`config.mk`:
```
export PLATFORM = sky130hd
export DESIGN_NAME = fifo_pack_writer
export DESIGN_NICKNAME = d
export VERILOG_FILES = /design/src/rtl/collector_pkg.sv /design/src/rtl/pack_word_queue.sv /design/src/rtl/fifo_pack_writer.sv
export SDC_FILE = /design/constraint.sdc
export NUM_CORES = 1
export LEC_CHECK = 0
export ABC_AREA = 1
export CAP_MARGIN = 0
export CORE_ASPECT_RATIO = 0.8
export CORE_MARGIN = 5
export CORE_UTILIZATION = 55
export DETAILED_ROUTE_END_ITERATION = 8
export PLACE_DENSITY = 0.78
export SLEW_MARGIN = 20
export SYNTH_ARGS = -nofsm -noshare
export SYNTH_HDL_FRONTEND = slang
export SYNTH_SLANG_ARGS = --single-unit
```
`constraint.sdc`:
```
create_clock -name WR_CLK -period 4 [get_ports WR_CLK]
set_input_delay 0.6 -clock WR_CLK [delete_from_list [all_inputs] [get_ports WR_CLK]]
set_output_delay 0.6 -clock WR_CLK [all_outputs]
set_load 0.02 [all_outputs]
```
`src/rtl/collector_pkg.sv`:
```
// Shared definitions for the data-collector write path: FSM states, data widths
// and the default pad byte.
package collector_pkg;

   localparam int WORD_W = 16;
   localparam int BYTE_W = 8;

   localparam logic [BYTE_W-1:0] DEFAULT_PAD_BYTE = 8'h00;

   typedef enum logic [1:0] {
      IDLE    = 2'd0,
      STROBE  = 2'd1,
      RECOVER = 2'd2
   } wr_state_t;

endpackage

```
`src/rtl/pack_word_queue.sv`:
```
// Small word queue between the byte packer and the FIFO write FSM. Push and pop
// in the same cycle are both honoured, even when the queue is full.
module pack_word_queue
   import collector_pkg::*;
#(
   parameter int QUEUE_DEPTH = 4
) (
   input  logic              clock,
   input  logic              reset,
   input  logic              push,
   input  logic [WORD_W-1:0] push_data,
   input  logic              pop,
   output logic [WORD_W-1:0] head,
   output logic              empty,
   output logic              full
);

   localparam int AW = $clog2(QUEUE_DEPTH);

   // The extra pointer bit separates the full case from the empty case.
   logic [AW:0]       wptr;
   logic [AW:0]       rptr;
   logic [WORD_W-1:0] mem [QUEUE_DEPTH];
   logic              do_push;
   logic              do_pop;

   assign empty   = (wptr == rptr);
   assign full    = (wptr[AW] != rptr[AW]) && (wptr[AW-1:0] == rptr[AW-1:0]);
   assign do_pop  = pop && !empty;
   assign do_push = push && (!full || do_pop);
   assign head    = mem[rptr[AW-1:0]];

   always_ff @(posedge clock or negedge reset) begin
      if (!reset) begin
         wptr <= '0;
         rptr <= '0;
      end else begin
         if (do_push) wptr <= wptr + {{AW{1'b0}}, 1'b1};
         if (do_pop)  rptr <= rptr + {{AW{1'b0}}, 1'b1};
      end
   end

   always_ff @(posedge clock) begin
      if (do_push) mem[wptr[AW-1:0]] <= push_data;
   end

endmodule

```
`src/rtl/fifo_pack_writer.sv`:
```
// Packs a byte stream MSB-first into 16-bit words and feeds them to the
// collector FIFO as one-cycle WR_EN pulses with DIN held stable.
module fifo_pack_writer
   import collector_pkg::*;
#(
   parameter logic [BYTE_W-1:0] PAD_BYTE    = DEFAULT_PAD_BYTE,
   parameter int                QUEUE_DEPTH = 4
) (
   input  logic              WR_CLK,
   input  logic              reset,
   input  logic [BYTE_W-1:0] BYTE_IN,
   input  logic              BYTE_VALID,
   input  logic              FLUSH,
   input  logic              CLR_ERR,
   input  logic              FULL,
   output logic [WORD_W-1:0] DIN,
   output logic              WR_EN,
   output logic              BUSY,
   output logic              OVERFLOW,
   output logic [WORD_W-1:0] WORD_COUNT
);

   wr_state_t         state;
   wr_state_t         state_nxt;
   logic              half;
   logic              half_nxt;
   logic [BYTE_W-1:0] hi_byte;
   logic [BYTE_W-1:0] hi_nxt;
   logic              push;
   logic [WORD_W-1:0] push_data;
   logic              start;
   logic              drop;
   logic [WORD_W-1:0] q_head;
   logic              q_empty;
   logic              q_full;

   pack_word_queue #(.QUEUE_DEPTH(QUEUE_DEPTH)) u_queue (
      .clock     (WR_CLK),
      .reset     (reset),
      .push      (push),
      .push_data (push_data),
      .pop       (start),
      .head      (q_head),
      .empty     (q_empty),
      .full      (q_full)
   );

   // A byte arriving with FLUSH is taken first; a lone first byte is padded.
   always_comb begin
      push      = 1'b0;
      push_data = {hi_byte, BYTE_IN};
      half_nxt  = half;
      hi_nxt    = hi_byte;
      if (BYTE_VALID) begin
         if (half) begin
            push     = 1'b1;
            half_nxt = 1'b0;
         end else if (FLUSH) begin
            push      = 1'b1;
            push_data = {BYTE_IN, PAD_BYTE};
         end else begin
            hi_nxt   = BYTE_IN;
            half_nxt = 1'b1;
         end
      end else if (FLUSH && half) begin
         push      = 1'b1;
         push_data = {hi_byte, PAD_BYTE};
         half_nxt  = 1'b0;
      end
   end

   always_comb begin
      state_nxt = state;
      start     = 1'b0;
      case (state)
         IDLE, RECOVER: begin
            if (!q_empty && !FULL) begin
               start     = 1'b1;
               state_nxt = STROBE;
            end else begin
               state_nxt = IDLE;
            end
         end
         STROBE:  state_nxt = RECOVER;
         default: state_nxt = IDLE;
      endcase
   end

   assign drop = push && q_full && !start;
   assign BUSY = half || !q_empty || (state != IDLE);

   always_ff @(posedge WR_CLK or negedge reset) begin
      if (!reset) state <= IDLE;
      else        state <= state_nxt;
   end

   always_ff @(posedge WR_CLK or negedge reset) begin
      if (!reset) begin
         half       <= 1'b0;
         hi_byte    <= '0;
         DIN        <= '0;
         WR_EN      <= 1'b0;
         OVERFLOW   <= 1'b0;
         WORD_COUNT <= '0;
      end else begin
         half    <= half_nxt;
         hi_byte <= hi_nxt;
         WR_EN   <= start;
         if (start) begin
            DIN        <= q_head;
            WORD_COUNT <= WORD_COUNT + 16'd1;
         end
         if (drop)         OVERFLOW <= 1'b1;
         else if (CLR_ERR) OVERFLOW <= 1'b0;
      end
   end

endmodule

```
==> results.ini <==
[global_route]
grt_pass1_wl_um=17400
gr-total-overflow=0
grt_antenna_before_repair=0
grt_pass1_vias=3573
grt_usage_pct=20.7
grt_max_degree=52

[placed_design]
hpwl_um=6690
port_buffers=48
gp_congestion=0.878

[clock_network]
clock_sinks=115
cts_tree=yes
post_cts_buffers=0
root_buffer=clkbuf_16
h-tree-depth=4
cts.repair.resized=0
clkTransAtPathRegs_ps=60
postCtsHoldBufs=0
cts_buffer_depth=2
numCtsBuffers=17
clkLatencyLatePin_ps=410

[critical_path]
reg2reg_to=DIN[1]
startpoint_type=flop
critPathMaxStageDelay_ps=550
crit_chain=xnor2_1 > and2_1 > nand3_1 > clkdlybuf4s50_1
cpMaxStageDelayCell=clkdlybuf4s50_1
critPathCaptureType=primary output
crit_type=reg -> out
crit_start=u_queue.wptr[0]
reg2reg_from=u_queue.rptr[0]
cp-endpoint=BUSY
arrival_ps=1860
critPathMaxFanout=5
required_ps=3400
reg2reg_depth=6
r2r_slack_ps=1920

[die]
num_rows=31
die_y_um=95.2
coreArea_um2=8960
start_util_pct=55.6
die_w_um=116
die_area_um2=11100
io_pins=49

[drt]
vias=3667
dr.pass1.iters=5
wire_per_inst_um=15.0
routed_wl_um=10400
remaining_drc_errors=0
drt-initial-drc-count=389
vias_per_cell=5.28
drtAntennaViolNets=0

[layout]
nFillCells=659
final_cell_mix=nand2_1 (151), nor2_1 (78), o21ai_0 (67), edfxtp_1 (64), dfrtp_1 (51)
fin_util_pct=68.7
layout_commonest_cell=nand2_1
diodes=0
syn2layout_area_growth_pct=23.4
num-nets-final=586
drive_gt1_share_pct=7.94

[logic_synthesis]
syn_area_um2=4980
ys_seq_area_share_pct=64.2
syn_inst=510
ys_types=25
avgSynthCellArea_um2=9.77
synth_warnings=0
ys_seq_elements=115
syn_nets=530

[run]
max-cap-violations=0

[status]
status=complete, no violations

[timing]
tightestPinTransition_ps=963
finClkSkew_ps=6.96
hold_viol=0
period_share_pct=61.5
fin_crit_ps=2460
tns_ps=0
relSlewSlack_pct=35.7
setup_viol=0
rsz0062_at_grt=no
max_freq_mhz=406
maxSlewViolCount=0

[hold_path]
hp-class=in -> async

[power_and_ir_drop]
p_leak_nw=2.60
p_per_area_nw_per_um2=766
ir_worst_vdd_mv=0.472

[state kept, by name, summed over array words and instances (netlist names)]
register      count
u_queue.mem      64
OVERFLOW          1
u_queue.rptr      3
state             2
half              1
u_queue.wptr      3
WORD_COUNT       16
WR_EN             1
hi_byte           8
DIN              16
[layer usage]
layer / GRT usage, % / part of all wire (%) / vias up
met5: 0 / 0 / -
li1: - / - / 1784
met3: 5.46 / 7.7 / 14
met4: 6.28 / 0.90 / 0
met2: 31.8 / 47 / 135
met1: 29.2 / 45 / 1734
[power breakdown]
part	internal, mW	switching (mW)	leakage (nW)
sequential	1.59	0.161	1.25
clock	0.933	0.569	0.294
combinational	0.535	0.917	1.06
[cell families (layout without fill, tap and decap cells)]
| group | count (synthesis) | count (layout) | share of synthesized area [%] |
|---|---|---|---|
| buf+inv | 52 | 121 | 4.69 |
| simple gates | 250 | 250 | 19.6 |
| compound gates | 73 | 73 | 7.40 |
| xor+xnor | 14 | 14 | 2.61 |
| flops | 115 | 115 | 64.2 |
| fa+ha+maj | 6 | 6 | 1.51 |
[worst max-delay path, delay by kind of cell (launching register included)]
family	cells	cell delay, ps
and+or+nand+nor	2	240
DFF	1	440
xor gates and xnor gates	1	230
buffers and inverters	1	550
[worst min-delay path by stage]
stage / start / to / slack, ps / depth (start not counted)
6_report: reset / state[1] / 310 / 2
5_1_grt: reset / state[1] / 380 / 2
4_1_cts: reset / u_queue.wptr[1] / 330 / 2
3_5_place_dp: state[1] / state[1] / 420 / 1
3_3_place_gp: state[1] / state[1] / 410 / 1
2_1_floorplan: reset / DIN[0] / 300 / 0
[Yosys cell counts]
cell type	count	area, µm²
xor2_1	4	35.0
buf_4	4	30.0
inv_2	1	3.75
edfxtp_1	64	1920
nand3_2	1	10.0
o21ai_0	67	335
o22ai_1	1	6.26
clkbuf_1	6	22.5
nand4_1	5	31.3
o21ai_1	4	20.0
inv_1	31	116
buf_1	1	3.75
and2_1	1	6.26
buf_6	2	22.5
nand2_2	1	6.26
o21bai_1	1	7.51
ha_1	6	75.1
buf_2	7	35.0
dfrtp_1	51	1280
nor2_1	78	293
nand2_1	151	567
xnor2_2	1	16.3
nand3_1	12	60.1
xnor2_1	9	78.8
nor3_1	1	5.00
[through the flow]
stage / hold slack (ps) / setup WS [ps] / power [mW] / instance area [µm²] / cells
final: 311 / 1540 / 4.71 / 6150 / 694
after global routing: 381 / 1390 / 5.01 / 6150 / 694
after detailed placement: 420 / 1480 / 3.23 / 5560 / 662
after global placement: 412 / 1560 / 3.17 / 5560 / 662
after CTS: 329 / 1510 / 4.74 / 6150 / 694
after floorplan: 304 / 1740 / 2.74 / 4980 / 510
[cell type report]
class | instances | area [µm²] | area share [%]
multi-input combinational | 343 | 1550 | 25.2
clock buffer | 17 | 425 | 6.91
timing repair buffer | 57 | 543 | 8.82
inverter | 32 | 120 | 1.95
tap | 115 | 144 | 2.34
sequential | 115 | 3200 | 52.0
clock inverter | 15 | 170 | 2.77
(Power assumes the default switching activity.)
